`config.mk`:
```
export PLATFORM = sky130hd
export DESIGN_NAME = serial_feeder
export DESIGN_NICKNAME = d
export VERILOG_FILES = /design/src/rtl/serial_feeder.sv
export SDC_FILE = /design/constraint.sdc
export NUM_CORES = 1
export LEC_CHECK = 0
export CORE_UTILIZATION = 45
export CTS_BUF_LIST = sky130_fd_sc_hd__clkbuf_4 sky130_fd_sc_hd__clkbuf_8
export DETAILED_ROUTE_END_ITERATION = 8
export PLACE_DENSITY = 0.72
export SLEW_MARGIN = 20
export SYNTH_ARGS = -nofsm -noshare
export SYNTH_HDL_FRONTEND = slang
export SYNTH_SLANG_ARGS = --single-unit
```
`constraint.sdc`:
```
create_clock -name clk -period 1.5 [get_ports clk]
set_input_delay 0.375 -clock clk [delete_from_list [all_inputs] [get_ports clk]]
set_output_delay 0.375 -clock clk [all_outputs]
set_load 0.02 [all_outputs]
```
`src/rtl/serial_feeder.sv`:
```
// Parallel-to-serial frame feeder: accepts a WIDTH-bit word, shifts it out one bit per
// cycle with x_valid, pulses frame_done, then holds off GAP idle cycles before the next word.
module serial_feeder #(
  parameter int WIDTH     = 8,
  parameter int GAP       = 1,
  parameter int LSB_FIRST = 0
) (
  input  logic             clk,
  input  logic             reset,
  input  logic [WIDTH-1:0] din,
  input  logic             din_valid,
  output logic             din_ready,
  output logic             x,
  output logic             x_valid,
  output logic             busy,
  output logic             frame_done
);

  localparam int CW = $clog2(WIDTH);
  localparam int GW = (GAP > 1) ? $clog2(GAP) : 1;
  localparam logic [CW-1:0] CNT_LOAD = CW'(WIDTH - 1);
  localparam logic [GW-1:0] GAP_LOAD = (GAP > 0) ? GW'(GAP - 1) : '0;

  typedef enum logic [1:0] {S_IDLE, S_SHIFT, S_GAP} state_t;

  state_t            state, state_n;
  logic [WIDTH-1:0]  sreg, sreg_n;
  logic [CW-1:0]     cnt, cnt_n;
  logic [GW-1:0]     gcnt, gcnt_n;
  logic              x_n, x_valid_n, busy_n, frame_done_n;
  logic              take;

  assign din_ready = (state == S_IDLE) && reset;
  assign take      = din_valid && din_ready;

  // sreg always holds the bits still to be shown, next bit at the output end,
  // so the first bit can be registered onto x directly from din at the transfer edge.
  always_comb begin
    state_n      = state;
    sreg_n       = sreg;
    cnt_n        = cnt;
    gcnt_n       = gcnt;
    x_n          = 1'b0;
    x_valid_n    = 1'b0;
    frame_done_n = 1'b0;
    case (state)
      S_IDLE: begin
        if (take) begin
          state_n   = S_SHIFT;
          cnt_n     = CNT_LOAD;
          x_valid_n = 1'b1;
          if (LSB_FIRST != 0) begin
            x_n    = din[0];
            sreg_n = din >> 1;
          end else begin
            x_n    = din[WIDTH-1];
            sreg_n = din << 1;
          end
        end
      end
      S_SHIFT: begin
        if (cnt == '0) begin
          frame_done_n = 1'b1;
          if (GAP > 0) begin
            state_n = S_GAP;
            gcnt_n  = GAP_LOAD;
          end else begin
            state_n = S_IDLE;
          end
        end else begin
          cnt_n     = cnt - 1'b1;
          x_valid_n = 1'b1;
          if (LSB_FIRST != 0) begin
            x_n    = sreg[0];
            sreg_n = sreg >> 1;
          end else begin
            x_n    = sreg[WIDTH-1];
            sreg_n = sreg << 1;
          end
        end
      end
      S_GAP: begin
        if (gcnt == '0) state_n = S_IDLE;
        else            gcnt_n  = gcnt - 1'b1;
      end
      default: state_n = S_IDLE;
    endcase
    busy_n = (state_n != S_IDLE);
  end

  always_ff @(posedge clk) begin
    if (!reset) begin
      state      <= S_IDLE;
      sreg       <= '0;
      cnt        <= '0;
      gcnt       <= '0;
      x          <= 1'b0;
      x_valid    <= 1'b0;
      busy       <= 1'b0;
      frame_done <= 1'b0;
    end else begin
      state      <= state_n;
      sreg       <= sreg_n;
      cnt        <= cnt_n;
      gcnt       <= gcnt_n;
      x          <= x_n;
      x_valid    <= x_valid_n;
      busy       <= busy_n;
      frame_done <= frame_done_n;
    end
  end

endmodule

```
# Yosys cells after proc, flatten, opt, wreduce, memory -nomap -nowiden
# Index checks and enable logic that the tools add are counted.
# totals
elab_cells,45
output_inout_bits,5
in_bits,11
reg_bits,18
# classes
reduce_logical,10
mux,20
n_addsub,2
n_eq_ne,5
# op_table
operator,count
2-to-1 mux 8 bit,2
one-hot mux 8 bit (2 select lines),1
2-to-1 mux 1 bit,7
2-to-1 mux 2 bit,3
2-to-1 mux 3 bit,2
"!= test 2 bit, second input constant",3
one-hot mux 1 bit (2 select lines),3
one-hot mux 2 bit (3 select lines),1
one-hot mux 3 bit (2 select lines),1
nonzero test 2 bit,3
AND reduction 2 bit,2
logical NOT 3 bit,1
AND reduction 3 bit,1
"subtractor 3 x 1 -> 3 bit, second input constant",1
"equality test 2 x 1 -> 1 bit, second input constant",1
"equality test 2 bit, second input constant",1
logical AND 1 bit,2
logical NOT 2 bit,1
"subtractor 1 bit, second input constant",1

# Logic depth before layout (Yosys ltp)
# Gate-level depths: netlist of the first run.
# depth
word_depth,6
mapped_depth,6
mapped_depth_nobuf,5

# Worst setup path after synthesis of the first run
# Ideal clock, no wire load.
# synth_timing
kind,register to register
startpoint,reg cnt[0]
endpoint,reg sreg[2]
t_arrival_ps,1135
required_time_ps,1414
setup_ps,86
stages_incl_launch_ff,7
n_path_buf,1
setup_slack_ps,279
period_less_slack_ps,1221
cell_sequence,dfxtp_1 inv_1 ha_1 nand2b_1 buf_2 a211oi_1 a211oi_1
# synth_between
elab_chain_len,3
# synth_lines
item,line,text
"start, declared",28,"logic [CW-1:0] cnt, cnt_n;"
"start signal, assigned",104,cnt <= cnt_n;
logical NOT 3 bit,62,if (cnt == '0) begin
!= test 2 bit (no source line),--,
AND reduction 3 bit (no source line),--,
"end signal, assigned",103,sreg <= sreg_n;
"end, declared",27,"logic [WIDTH-1:0] sreg, sreg_n;"
# Every way passes these cells.
# A chain may end at the register's enable or synchronous reset.

# Worst setup path in the final report of the first run
# layout_timing
startpoint,in din_valid
endpoint,reg sreg[3]
# layout_between
elab_chain_len,3
# layout_lines
item,line,text
"start, declared",11,"input logic din_valid,"
logical AND 1 bit,34,assign take = din_valid && din_ready;
!= test 2 bit (no source line),--,
AND reduction 3 bit (no source line),--,
# Every way passes these cells.

==> summary.md, run 1 <==
| Metric | Value |
|---|---|
| Outcome | complete, no violations |
| Clock tree from TritonCTS | yes |
| First-pass GRT wire length | about 2.5 mm |
| Synth top area cells | dfxtp_1 (43%), a211oi_1 (14%), mux2i_1 (8.1%) |
| Core footprint | ~1500 µm² |
| Die Y-Extent | between 40 and 50 µm |
| Static Leak | between 0.0004 and 0.0005 µW |
| Port bufs | 15 |
| Critical path required time | approximately 1700 ps |
| CTS H-tree depth | 1 |
| # DRC | 0 |
| Netlist cell types | 24 |
| Diodes inserted | 0 |
| Largest net degree at the start of global routing | 17 |
| Placer Congestion | a little under 0.8 |
| Die footprint | 1810 µm² |
| Net Sw Frac | 0.269 |
| Crit path max-delay family | buffers and inverters |
| Initial antenna violation count | 0 |
| Share of the synthesized area in the top cell type | 0.434 |
| Final Setup Violations | 0 |
| Sequential area share after synthesis | 0.434 |
| Hold WS | around 530 ps |
| Syn avg cell area | between 10 and 15 µm² |
| Final slew viol count | 0 |
| PD cells | roughly 1000 nW/µm² |
| Crit-path max FO | 6 |
| Slew @ Worst Pin | ~260 ps |
| Post-Syn Nets | 84 |
| Worst skew pair latency | 290 ps |
| Hold Startpoint | cnt[0] |
| Slowest library cell on the worst path | clkdlybuf4s50_1 |
| Layout area overhead | 32.5% |
| Drt via density | roughly 5.5 |
| Most common cell after layout, fill and taps aside | dfxtp_1 |
| Synthesized area | 738 µm² |
| DR pass1 iterations | 4 |
| CTS Buf Count | 3 |
| CTS sink count | 16 |
| Starting DRT DRC Count | 6 |
| Worst Hold Class | reg2reg |
| Finished Layout Cells | 110 |
| Synthesis-stage register bit count | 16 |
| Reg2reg path depth | 5 |
| Vias in the first global route | 600 |
| VDD IR max | 0.635 mV |
| CP bufs+invs | 2 |
| Met2 usage | 0.323 |
| CP startpoint | din_valid |
| Critical Path Sink Type | flip-flop |
| Routing usage on met1 | 0.214 |
| Io pins | 16 |
| Critical path startpoint category | primary input |
| Worst path most repeated cell | a211oi_1 |
| M3 GR Usage | 0.0560 |
| Internal power | roughly 730 µW |
| Total Power | ~1000 µW |
| Gate Count Post-Synth | between 70 and 80 |
| Sequential share of power | 0.479 |
| # rows | 14 |
| Crit share post-route | 0.967 |
| Die span in x | around 43 µm |
| CTS Buffer Depth | 2 |
| Antenna-violating nets left | 0 |
| GRT busiest layer | met2 |
| Post-layout util | 0.642 |
| Critical R2R Launch | state[1] |
| Dpl cells | roughly 110 |
| CTS clk-pin slew, worst paths | 90 ps |
| Most frequent cells in the layout | dfxtp_1 (16), a211oi_1 (13), clkdlybuf4s50_1 (9), buf_4 (7), mux2i_1 (6) |
| Clk pwr share | 0.281 |
| Unrepaired setup endpoints after global routing | false |
| Power share of the combinational group | 0.240 |
| GRT overflow | 0 |
| Slowest stage delay, CP | ~510 ps |
| Flop2flop setup slack | ~80 ps |
| Maxcap violations | 0 |
| Layout fillers | between 100 and 150 |
| Critical path type | in2reg |
| Hold_buf cts | 0 |
| Layout Skew | approximately 2.1 ps |
| Worst setup endpoint | sreg[3] |
| Levels on crit path | 5 |
| Fmax | a little under 700 MHz |
| Root Buffer Master | clkbuf_4 |
| Layout cells sized above 1 | 0.202 |
| Switch Pwr | ~270 µW |
| Detailed Place HPWL | 1.05 mm |
| Vias | between 600 and 700 |
| Nets@finish | 108 |
| Total Wirelength | between 1 and 1.5 mm |
| DR WL/cell | between 10 and 15 µm |
| Hold Vio Cnt, Final | 0 |
| Worst Path Arrival | 1640 ps |
| GR Util All Layers | 0.185 |
| FF-to-FF End | sreg[3] |
| Relative slew slack | 0.824 |
| Crit-path cells | clkdlybuf4s50_1 > and4bb_4 > buf_4 > a211oi_1 > a211oi_1 |
| Setup TNS | 0 ps |
| Synth Warn # | 0 |
| Initial core utilization | 0.484 |
| Minimum clock period | about 1500 ps |
| Yosys top cell by area | dfxtp_1 |
-- logic make-up after synthesis --
kind of cell,after synthesis,share of synthesized area
compound gates,21,0.231
fa+ha+maj,2,0.0339
buf+inv,9,0.0797
flops,16,0.434
mux,6,0.0814
simple gates,17,0.141
-- power by group through the flow --
stage	Combinational, µW	Sequential (µW)	Clock (µW)
6_report	240	478	281
2_1_floorplan	145	492	0
4_1_cts	238	478	292
3_5_place_dp	236	489	0
3_3_place_gp	229	487	0
5_1_grt	266	482	305
-- state kept, by name, indices dropped and copies added, names as in the netlist --
| register | count |
|---|---|
| busy | 1 |
| cnt | 3 |
| frame_done | 1 |
| sreg | 7 |
| state | 2 |
| x | 1 |
| x_valid | 1 |
-- area by class of cell --
cell class	instances	area [µm²]	area share
Inverter	4	15.0	0.0153
Clock buffer	4	36.3	0.0371
Tap cell	16	20.0	0.0205
Sequential cell	16	320	0.327
Timing Repair Buffer	24	214	0.219
Multi-Input combinational cell	46	373	0.381
-- routing by layer --
layer  part of all wire  vias to the layer above
met4                  0                        0
met1               0.47                      284
met3              0.045                        0
met2               0.48                       13
met5                  0                        -
li1                   -                      307
-- worst register-to-register path, delay by kind of cell (launching register included) --
family | cells | cell delay [ps]
flip-flops | 1 | 320
buffers and inverters | 2 | 330
AND/OR/NAND/NOR | 1 | 290
AO/OA/AOI/OAI | 1 | 280
multiplexers | 1 | 90
-- through the flow --
step,setup WS [ps],area (µm²)
6_report,49.5,978
5_1_grt,10.5,978
4_1_cts,41.4,972
3_5_place_dp,-526,932
3_3_place_gp,-517,932
2_1_floorplan,279,738
-- cells in the mapped netlist --
library cell and instances:
a211oi_1 14, a21boi_0 1, a21o_1 1, a311oi_2 1
a32oi_1 1, and2_1 1, and2b_1 1, and3_1 3
and4bb_4 1, buf_2 2, buf_6 3, clkinv_1 1
dfxtp_1 16, ha_1 2, inv_1 3, mux2i_1 6
nand2_1 1, nand2b_1 2, nand3_1 1, nor2_1 5
nor3b_1 2, o211a_1 1, o21a_1 1, o31a_1 1
-- timing repair --
item                                    CTS  global route
resized for setup                        13             2
endpoints found under the setup margin   15             6
setup buffers                             0             0
-- worst min path at each step --
stage / end / slack (ps) / depth (start not counted)
3_3_place_gp: x / 500 / 2
5_1_grt: cnt[0] / 560 / 1
6_report: cnt[0] / 530 / 1
3_5_place_dp: cnt[0] / 510 / 1
2_1_floorplan: x / 480 / 2
4_1_cts: cnt[0] / 530 / 1
No activity file was read; power rests on OpenSTA's default activity.
==> inputs of run 2 (changes only) <==
Settings changed: ABC_CLOCK_PERIOD_IN_PS set to 1500.
==> results of run 2 <==
The final DEF is identical to that of run 1; final timing and power are the same.
==> inputs of run 3 (changes only) <==
Settings changed: RECOVER_POWER set to 50.
==> results of run 3 <==
The final DEF is identical to that of run 1; final timing and power are the same.
